==> src/rtl/pc_ctrl.sv <==
// pc_ctrl: fetch-address sequencer with redirect/hold arbitration and
// saturating jump/stall performance counters.
`default_nettype none

module pc_ctrl #(
  parameter logic [31:0] RESET_PC = 32'h0000_0000,
  parameter int          CNT_W    = 32
) (
  input  logic             clk,
  input  logic             rst_n,
  input  logic [31:0]      jump_addr_i,
  input  logic             jump_ena_i,
  input  logic             hold_flag_i,
  input  logic             ext_hold_i,
  output logic [31:0]      pc_o,
  output logic             inst_valid_o,
  output logic             flush_o,
  output logic             hold_o,
  output logic             misalign_o,
  output logic [CNT_W-1:0] jump_cnt_o,
  output logic [CNT_W-1:0] stall_cnt_o
);

  typedef enum logic [1:0] {
    BOOT  = 2'd0,
    RUN   = 2'd1,
    STALL = 2'd2,
    REDIR = 2'd3
  } state_t;

  localparam logic [CNT_W-1:0] CNT_ONE = {{(CNT_W-1){1'b0}}, 1'b1};

  state_t             state_q, state_d;
  logic [31:0]        pc_q, pc_d;
  logic [CNT_W-1:0]   jump_cnt_q, jump_cnt_d;
  logic [CNT_W-1:0]   stall_cnt_q, stall_cnt_d;
  logic               misalign_q, misalign_d;
  logic               hold_req;
  logic               jump_acc;
  logic               flush;
  logic               hold;
  logic               valid;

  assign hold_req = hold_flag_i | ext_hold_i;

  always_ff @(posedge clk or negedge rst_n) begin
    if (!rst_n) begin
      state_q     <= BOOT;
      pc_q        <= RESET_PC;
      jump_cnt_q  <= '0;
      stall_cnt_q <= '0;
      misalign_q  <= 1'b0;
    end else begin
      state_q     <= state_d;
      pc_q        <= pc_d;
      jump_cnt_q  <= jump_cnt_d;
      stall_cnt_q <= stall_cnt_d;
      misalign_q  <= misalign_d;
    end
  end

  always_comb begin
    state_d  = state_q;
    pc_d     = pc_q;
    flush    = 1'b0;
    hold     = 1'b0;
    valid    = 1'b0;
    jump_acc = 1'b0;
    case (state_q)
      BOOT: begin
        flush   = 1'b1;
        state_d = RUN;
      end
      // STALL arbitrates exactly like RUN; a jump always beats a hold.
      RUN, STALL: begin
        if (jump_ena_i) begin
          jump_acc = 1'b1;
          flush    = 1'b1;
          pc_d     = {jump_addr_i[31:2], 2'b00};
          state_d  = REDIR;
        end else if (hold_req) begin
          hold    = 1'b1;
          state_d = STALL;
        end else begin
          valid   = 1'b1;
          pc_d    = pc_q + 32'd4;
          state_d = RUN;
        end
      end
      // Jumps here come from a flushed bubble in ex and are dropped.
      REDIR: begin
        if (hold_req) begin
          hold    = 1'b1;
          state_d = STALL;
        end else begin
          pc_d    = pc_q + 32'd4;
          state_d = RUN;
        end
      end
      default: state_d = BOOT;
    endcase
  end

  always_comb begin
    jump_cnt_d  = jump_cnt_q;
    stall_cnt_d = stall_cnt_q;
    if (jump_acc && !(&jump_cnt_q)) begin
      jump_cnt_d = jump_cnt_q + CNT_ONE;
    end
    if ((state_q == STALL) && !(&stall_cnt_q)) begin
      stall_cnt_d = stall_cnt_q + CNT_ONE;
    end
    misalign_d = jump_acc && (jump_addr_i[1:0] != 2'b00);
  end

  assign pc_o         = pc_q;
  assign flush_o      = flush;
  assign hold_o       = hold;
  assign inst_valid_o = valid & ~flush & ~hold;
  assign misalign_o   = misalign_q;
  assign jump_cnt_o   = jump_cnt_q;
  assign stall_cnt_o  = stall_cnt_q;

endmodule

`default_nettype wire

==> config.mk <==
export PLATFORM = sky130hd
export DESIGN_NAME = pc_ctrl
export DESIGN_NICKNAME = d
export VERILOG_FILES = /design/src/rtl/pc_ctrl.sv
export SDC_FILE = /design/constraint.sdc
export NUM_CORES = 1
export LEC_CHECK = 0
export ABC_AREA = 1
export CAP_MARGIN = 25
export CORE_MARGIN = 2
export CORE_UTILIZATION = 57
export CTS_CLUSTER_DIAMETER = 80
export CTS_CLUSTER_SIZE = 16
export DETAILED_ROUTE_END_ITERATION = 6
export GPL_TIMING_DRIVEN = 0
export PLACE_DENSITY = 0.95
export REMOVE_ABC_BUFFERS = 1
export SYNTH_ARGS = -nofsm -noshare
export SYNTH_HDL_FRONTEND = slang
export SYNTH_SLANG_ARGS = --single-unit
==> constraint.sdc <==
create_clock -name clk -period 5.5 [get_ports clk]
set_clock_uncertainty 0.05 [all_clocks]
set_input_delay 1.1 -clock clk [delete_from_list [all_inputs] [get_ports clk]]
set_output_delay 1.1 -clock clk [all_outputs]
set_load 0.03 [all_outputs]
==> results.toml, run 1 <==
[die]
start_util_pct = 58.6
die_x_um = 112
dieArea_sq_um = 12600
core_sq_um = 11400
fp.dieH_um = 112
rows = 39
ios = 137

[timing]
slew-limit-headroom_pct = 36.6
setup_viol = 0
final.min_clock_period_ns = 4.53
layout_setup_ws_ns = 0.967
slew_violations = 0
worst_pin_slew_ns = 0.945
rsz0062_at_grt = "no"
hold_violations = 0
period_share_pct = 82.4
max_clock_freq_mhz = 221

[setup_path]
start_kind = "register"
worstPathArrival_ns = 3.38
path_cells = "inv_1, ha_1, buf_16, clkinv_1, a21oi_1, clkdlybuf4s50_1"
crit_path_end_kind = "primary output"
rr_worst_depth = 7
critPathTopFamily = "buffers and inverters"
required_ns = 4.35
worst-path-max-fanout = 36
critPathMaxStageDelay_ns = 0.75
cp.depth = 6
critical_path.slowest_cell = "clkinv_1"
critPathBufInv = 4
worstSetupPathType = "register to primary output"

[finish]
drive_above_1_share_pct = 4.50
fin_cells = 1299
area_growth_pct = 25.9
fillers = 908
n_antenna_cell = 0
nets = 1195

[logic_synthesis]
avgSynthCellArea_sq_um = 6.52
yosys.area_share.simple_pct = 44.4
synth_edf_count = 0
seq_area_frac_synth_pct = 36.3
synthArstFlopShare_pct = 100
syn-instance-count = 1027
synth_area_sq_um = 6700
synth_cell_types = 38
synth_xor_area_share_pct = 5.36
ys.flop_type = "dfrtp_1"
synth_top_family_by_area = "simple AND/OR/NAND/NOR gates"
muxShareOfSynthArea_pct = 0.150
synth-seq-cells = 97
synth_fa_ha_area_share_pct = 1.31
yosysWarnings = 0
synth_compound_area_share_pct = 5.18

[route]
wirelength_um = 18500
vias = 7223
via_per_inst = 5.56
drtIter0Drc = 668
wire_per_inst_um = 14.2
drt_pass1_iterations = 5
final_antenna_net_count = 0
drc = 0

[global_routing]
grt_pass1_wl_um = 30900
grt_pass1_vias = 6523
grtUsageTotal_pct = 29.5
overflow = 0
grt_max_degree = 50
antenna_found_initial = 0

[worst_hold_path]
holdCritPathClass = "register to register"
whs_path_depth = 2

[cts]
insertion_delay_ns = 0.34
cts_tree = "yes"
root_buffer = "clkbuf_16"
cts_num_sinks = 97
postCtsSetupRepairBufs = 0
cts_buffer_depth = 2
postCtsResizedCells = 0
hold_buffers = 0
cts.htree.levels = 3
path_clk_slew_ns = 0.07
cts_buffers = 9

[power]
p_per_area_nw_per_um2 = 400
vdd_ir_drop_max_mv = 0.413
leakagePower_uw = 0.00382

[placed_design]
gp_congestion = 0.932
io_buffers = 134
hpwlAfterDp_um = 13400
place_ws_ns = 0.579
dpl.cell_count = 1282

[job]
maxCapViolCount = 0

[status]
status = "finished, final reports clean"
==> sequential cells by signal, summed over array words and instances, names as in the netlist <==
name and cells:
jump_cnt_o 32, misalign_o 1, pc_o 30, stall_cnt_o 32, state_q 2
==> tightest hold or removal path, cell delays in order, from the launching register on <==
cell,delay [ns]
dfrtp_1,0.40
nand2_1,0.07
nand2_1,0.06
==> power breakdown <==
| group | switching (uW) | internal (uW) |
|---|---|---|
| Clock | 277 | 332 |
| Sequential | 247 | 877 |
| Combinational | 1040 | 595 |
==> Yosys cell counts (2+ instances only) <==
| cell | n | area, sq um |
|---|---|---|
| buf_4 | 2 | 15.0 |
| or2_2 | 7 | 43.8 |
| buf_6 | 2 | 22.5 |
| dfrtp_1 | 97 | 2430 |
| xnor2_1 | 19 | 166 |
| a21oi_1 | 6 | 30.0 |
| nor2_1 | 120 | 450 |
| nand2_1 | 422 | 1580 |
| buf_2 | 7 | 35.0 |
| nand3_1 | 55 | 275 |
| inv_2 | 3 | 11.3 |
| nor2_4 | 3 | 33.8 |
| o22ai_1 | 2 | 12.5 |
| nor3_1 | 25 | 125 |
| clkbuf_1 | 11 | 41.3 |
| nand3b_1 | 23 | 173 |
| nand2_2 | 13 | 81.3 |
| inv_1 | 85 | 319 |
| ha_1 | 7 | 87.6 |
| nand4_1 | 20 | 125 |
| nand3_2 | 2 | 20.0 |
| o21ai_0 | 54 | 270 |
| nor2_2 | 2 | 12.5 |
| xor2_1 | 22 | 193 |
| clkinv_1 | 2 | 7.51 |
| o21ai_1 | 4 | 20.0 |
==> layout by cell type, fill, tap and decap left out, types with 2 or more instances in the layout <==
master	Yosys	layout
conb_1	1	2
ha_1	7	7
nand4_1	20	20
clkinv_2	0	2
o21ai_0	54	54
or2_2	7	7
dfrtp_1	97	97
nand2_1	422	422
xor2_1	22	22
nand3_2	2	2
clkbuf_16	0	9
a21oi_1	6	6
nor3_1	25	25
buf_16	0	3
inv_1	85	85
clkdlybuf4s50_1	0	133
o22ai_1	2	2
nand2_2	13	13
clkbuf_8	0	2
nor2_4	3	3
xnor2_1	19	19
nor2_1	120	120
o21ai_1	4	4
inv_2	3	3
nand3b_1	23	23
clkinv_1	2	2
nor2_2	2	2
nand3_1	55	55
==> routing by layer <==
layer	global-route usage [%]	share of wire, %
met1	40.0	41
met2	49.2	48
met3	4.54	9.4
met5	0	0
met4	9.02	2.1
==> worst paths after layout <==
path / slack [ns] / from / endpoint
max: 0.97 / state_q[0] / flush_o
min: 0.50 / jump_cnt_o[31] / jump_cnt_o[31]
max reg2reg: 2.37 / state_q[1] / pc_o[15]
min reg2reg: 0.50 / jump_cnt_o[31] / jump_cnt_o[31]
max in group asynchronous: 3.99 / rst_n / jump_cnt_o[0]
min in group asynchronous: 0.74 / rst_n / pc_o[3]
==> through the flow <==
step	TNS (ns)	hold slack, ns	power [uW]	util (%)	instance area (sq um)
floorplan	0	0.635	2090	-	6550
global placement	-38.27	0.465	2660	70.6	8070
detailed placement	0	0.481	2720	71.1	8120
CTS	0	0.499	3340	73.6	8400
global route	0	0.533	3600	73.8	8430
finish	0	0.502	3370	73.8	8430
==> final cells by class <==
class	count	area, sq um	share of cell area, %
multi-input combinational	816	3780	44.9
sequential	97	2430	28.8
timing repair buffer	137	1420	16.9
inverter	90	338	4.01
clock buffer	12	256	3.04
tap	143	179	2.12
clock inverter	4	26.3	0.312
==> kinds of logic after synthesis <==
kind of cell             count (synthesis)
flip-flops                              97
AND/OR/NAND/NOR                        697
buffers and inverters                  115
adder cells (fa/ha/maj)                  7
other                                    1
XOR/XNOR                                41
multiplexers                             1
AO/OA/AOI/OAI                           68
Power figures use the tool's default switching activity.
==> run 2, diff against run 1 <==
Settings changed: CORE_UTILIZATION 57 to 47, PLACE_DENSITY 0.95 to 0.85.
Clock period 5.5 ns to 4.1 ns, I/O delays scaled along.
==> run 2 against run 1 <==
Effect of this change: clock-buffer cell count up 3; largest cell class unchanged; setup slack worse by 0.60 ns; global-route usage down 4.7 points; die area up 20%; sequential power up 35%; register-to-register slack worse by 1.3 ns; design area up 0.43%; hold slack worse by 0.15 ns; routed wire length down 0.81%; critical endpoint is now hold_o; sequential share of layout area down 0.12 points; clock power up 39%.
==> results.toml, run 2 (synthesis gave the netlist of run 1 again) <==
[status]
status = "finished, final reports clean"

[setup_path]
r2r_start = "state_q[1]"
worst-path-max-fanout = 11
r2r_slack_ns = 1.10
cp-startpoint = "jump_ena_i"
worstPathArrival_ns = 2.87
cp-endpoint = "hold_o"
crit_path_end_kind = "primary output"
worstSetupPathType = "input port to primary output"
required_ns = 3.23
start_kind = "input port"
r2r-end = "pc_o[14]"
rr_worst_depth = 7

[finish]
area_growth_pct = 26.4
nets = 1194
final_cell_mix = "422 x nand2_1, 133 x clkdlybuf4s50_1, 120 x nor2_1, 97 x dfrtp_1, 85 x inv_1"
seqCellArea_sq_um = 2430
n_antenna_cell = 0
multi_input_area_sq_um = 3780
fillers = 1300
final_common_cell = "nand2_1"
drive_above_1_share_pct = 4.50

[die]
dieArea_sq_um = 15200
rows = 43
start_util_pct = 48.2
die_x_um = 123
ios = 137
fp.dieH_um = 123
core_sq_um = 13900

[cts]
postCtsSetupRepairBufs = 0
cts.htree.levels = 3
root_buffer = "clkbuf_16"
cts_buffer_depth = 2
cts_buffers = 9
cts_num_sinks = 97
insertion_delay_ns = 0.35
cts_tree = "yes"
path_clk_slew_ns = 0.07

[route]
wl_met1_um = 8540
vias = 6836
wl_met2_um = 8510
drc = 0
drt_pass1_iterations = 5
routed.top_layer = "met4"
final_antenna_net_count = 0
via_per_inst = 5.12
wirelength_um = 18400
drtIter0Drc = 458
met3_wirelength_um = 1030
wire_per_inst_um = 13.8

[power]
power_frac_seq_pct = 33.4
p_clk_share_pct = 18.8
leakagePower_uw = 0.00381
switchingPower_uw = 2080
vdd_ir_drop_max_mv = 0.495
power.share.combinational_pct = 47.8
internal_power_uw = 2430
p_sw_share_pct = 46.1
finalPower_uw = 4510
p_per_area_nw_per_um2 = 533

[global_routing]
grt_max_degree = 69
grt_pass1_vias = 6092
grtUsageTotal_pct = 24.8
grt_pass1_wl_um = 29900
antenna_found_initial = 0
overflow = 0

[timing]
slew-limit-headroom_pct = 44.4
setup_viol = 0
hold_violations = 0
hold-worst-slack_ns = 0.351
layout_setup_ws_ns = 0.362
rsz0062_at_grt = "no"
final.min_clock_period_ns = 3.74
worst_pin_slew_ns = 0.832
max_clock_freq_mhz = 268
period_share_pct = 91.2
slew_violations = 0
finalSetupTns_ns = 0

[worst_hold_path]
holdCritPathClass = "input port to async pin"

[placed_design]
gp_congestion = 0.894
hpwlAfterDp_um = 13600
io_buffers = 134
place_ws_ns = -0.585

[job]
maxCapViolCount = 0
-- run 2: critical path, stage by stage --
cell	delay (ns)
clkdlybuf4s50_1	0.56
inv_1	0.06
nor2_1	0.62
nor3_1	0.16
clkdlybuf4s50_1	0.64
-- run 2: through the flow --
step	cells	instance area (sq um)	utilization, %
after floorplan	1003	6550	-
after global placement	1317	8110	58.4
after detailed placement	1319	8170	58.8
after CTS	1335	8460	61.0
after global routing	1335	8470	61.0
final	1335	8470	61.0
-- run 2: worst min-delay path by stage --
stage,startpoint,end,slack [ns]
2_1_floorplan,rst_n,jump_cnt_o[0],0.47
3_3_place_gp,pc_o[31],pc_o[31],0.47
3_5_place_dp,pc_o[31],pc_o[31],0.48
4_1_cts,rst_n,pc_o[23],0.37
5_1_grt,rst_n,pc_o[23],0.38
6_report,rst_n,pc_o[23],0.35
-- run 2: metal layers --
layer	vias up	track usage [%]
li1	3472	-
met3	21	3.46
met4	0	7.46
met2	223	39.7
met5	-	0
met1	3120	34.8
-- run 2: what timing repair did --
action | in CTS | in global routing
setup endpoints to repair | 3 | 3
gates resized for setup | 2 | 1
cloned | 0 | 0
hold buffers | 0 | 0
-- run 2: cell type report --
| cell class | count | share of cell area, % |
|---|---|---|
| multi-input combinational | 816 | 44.7 |
| sequential | 97 | 28.7 |
| timing repair buffer | 136 | 16.5 |
| inverter | 90 | 4.02 |
| clock buffer | 15 | 3.40 |
| tap | 180 | 2.66 |
| clock inverter | 1 | 0.0887 |
-- run 2: power groups by stage --
stage	combinational, uW	sequential [uW]	clock (uW)
2_1_floorplan	974	1840	0
6_report	2160	1510	849
4_1_cts	2160	1500	865
5_1_grt	2370	1550	904
3_5_place_dp	2150	1510	0
3_3_place_gp	2090	1500	0
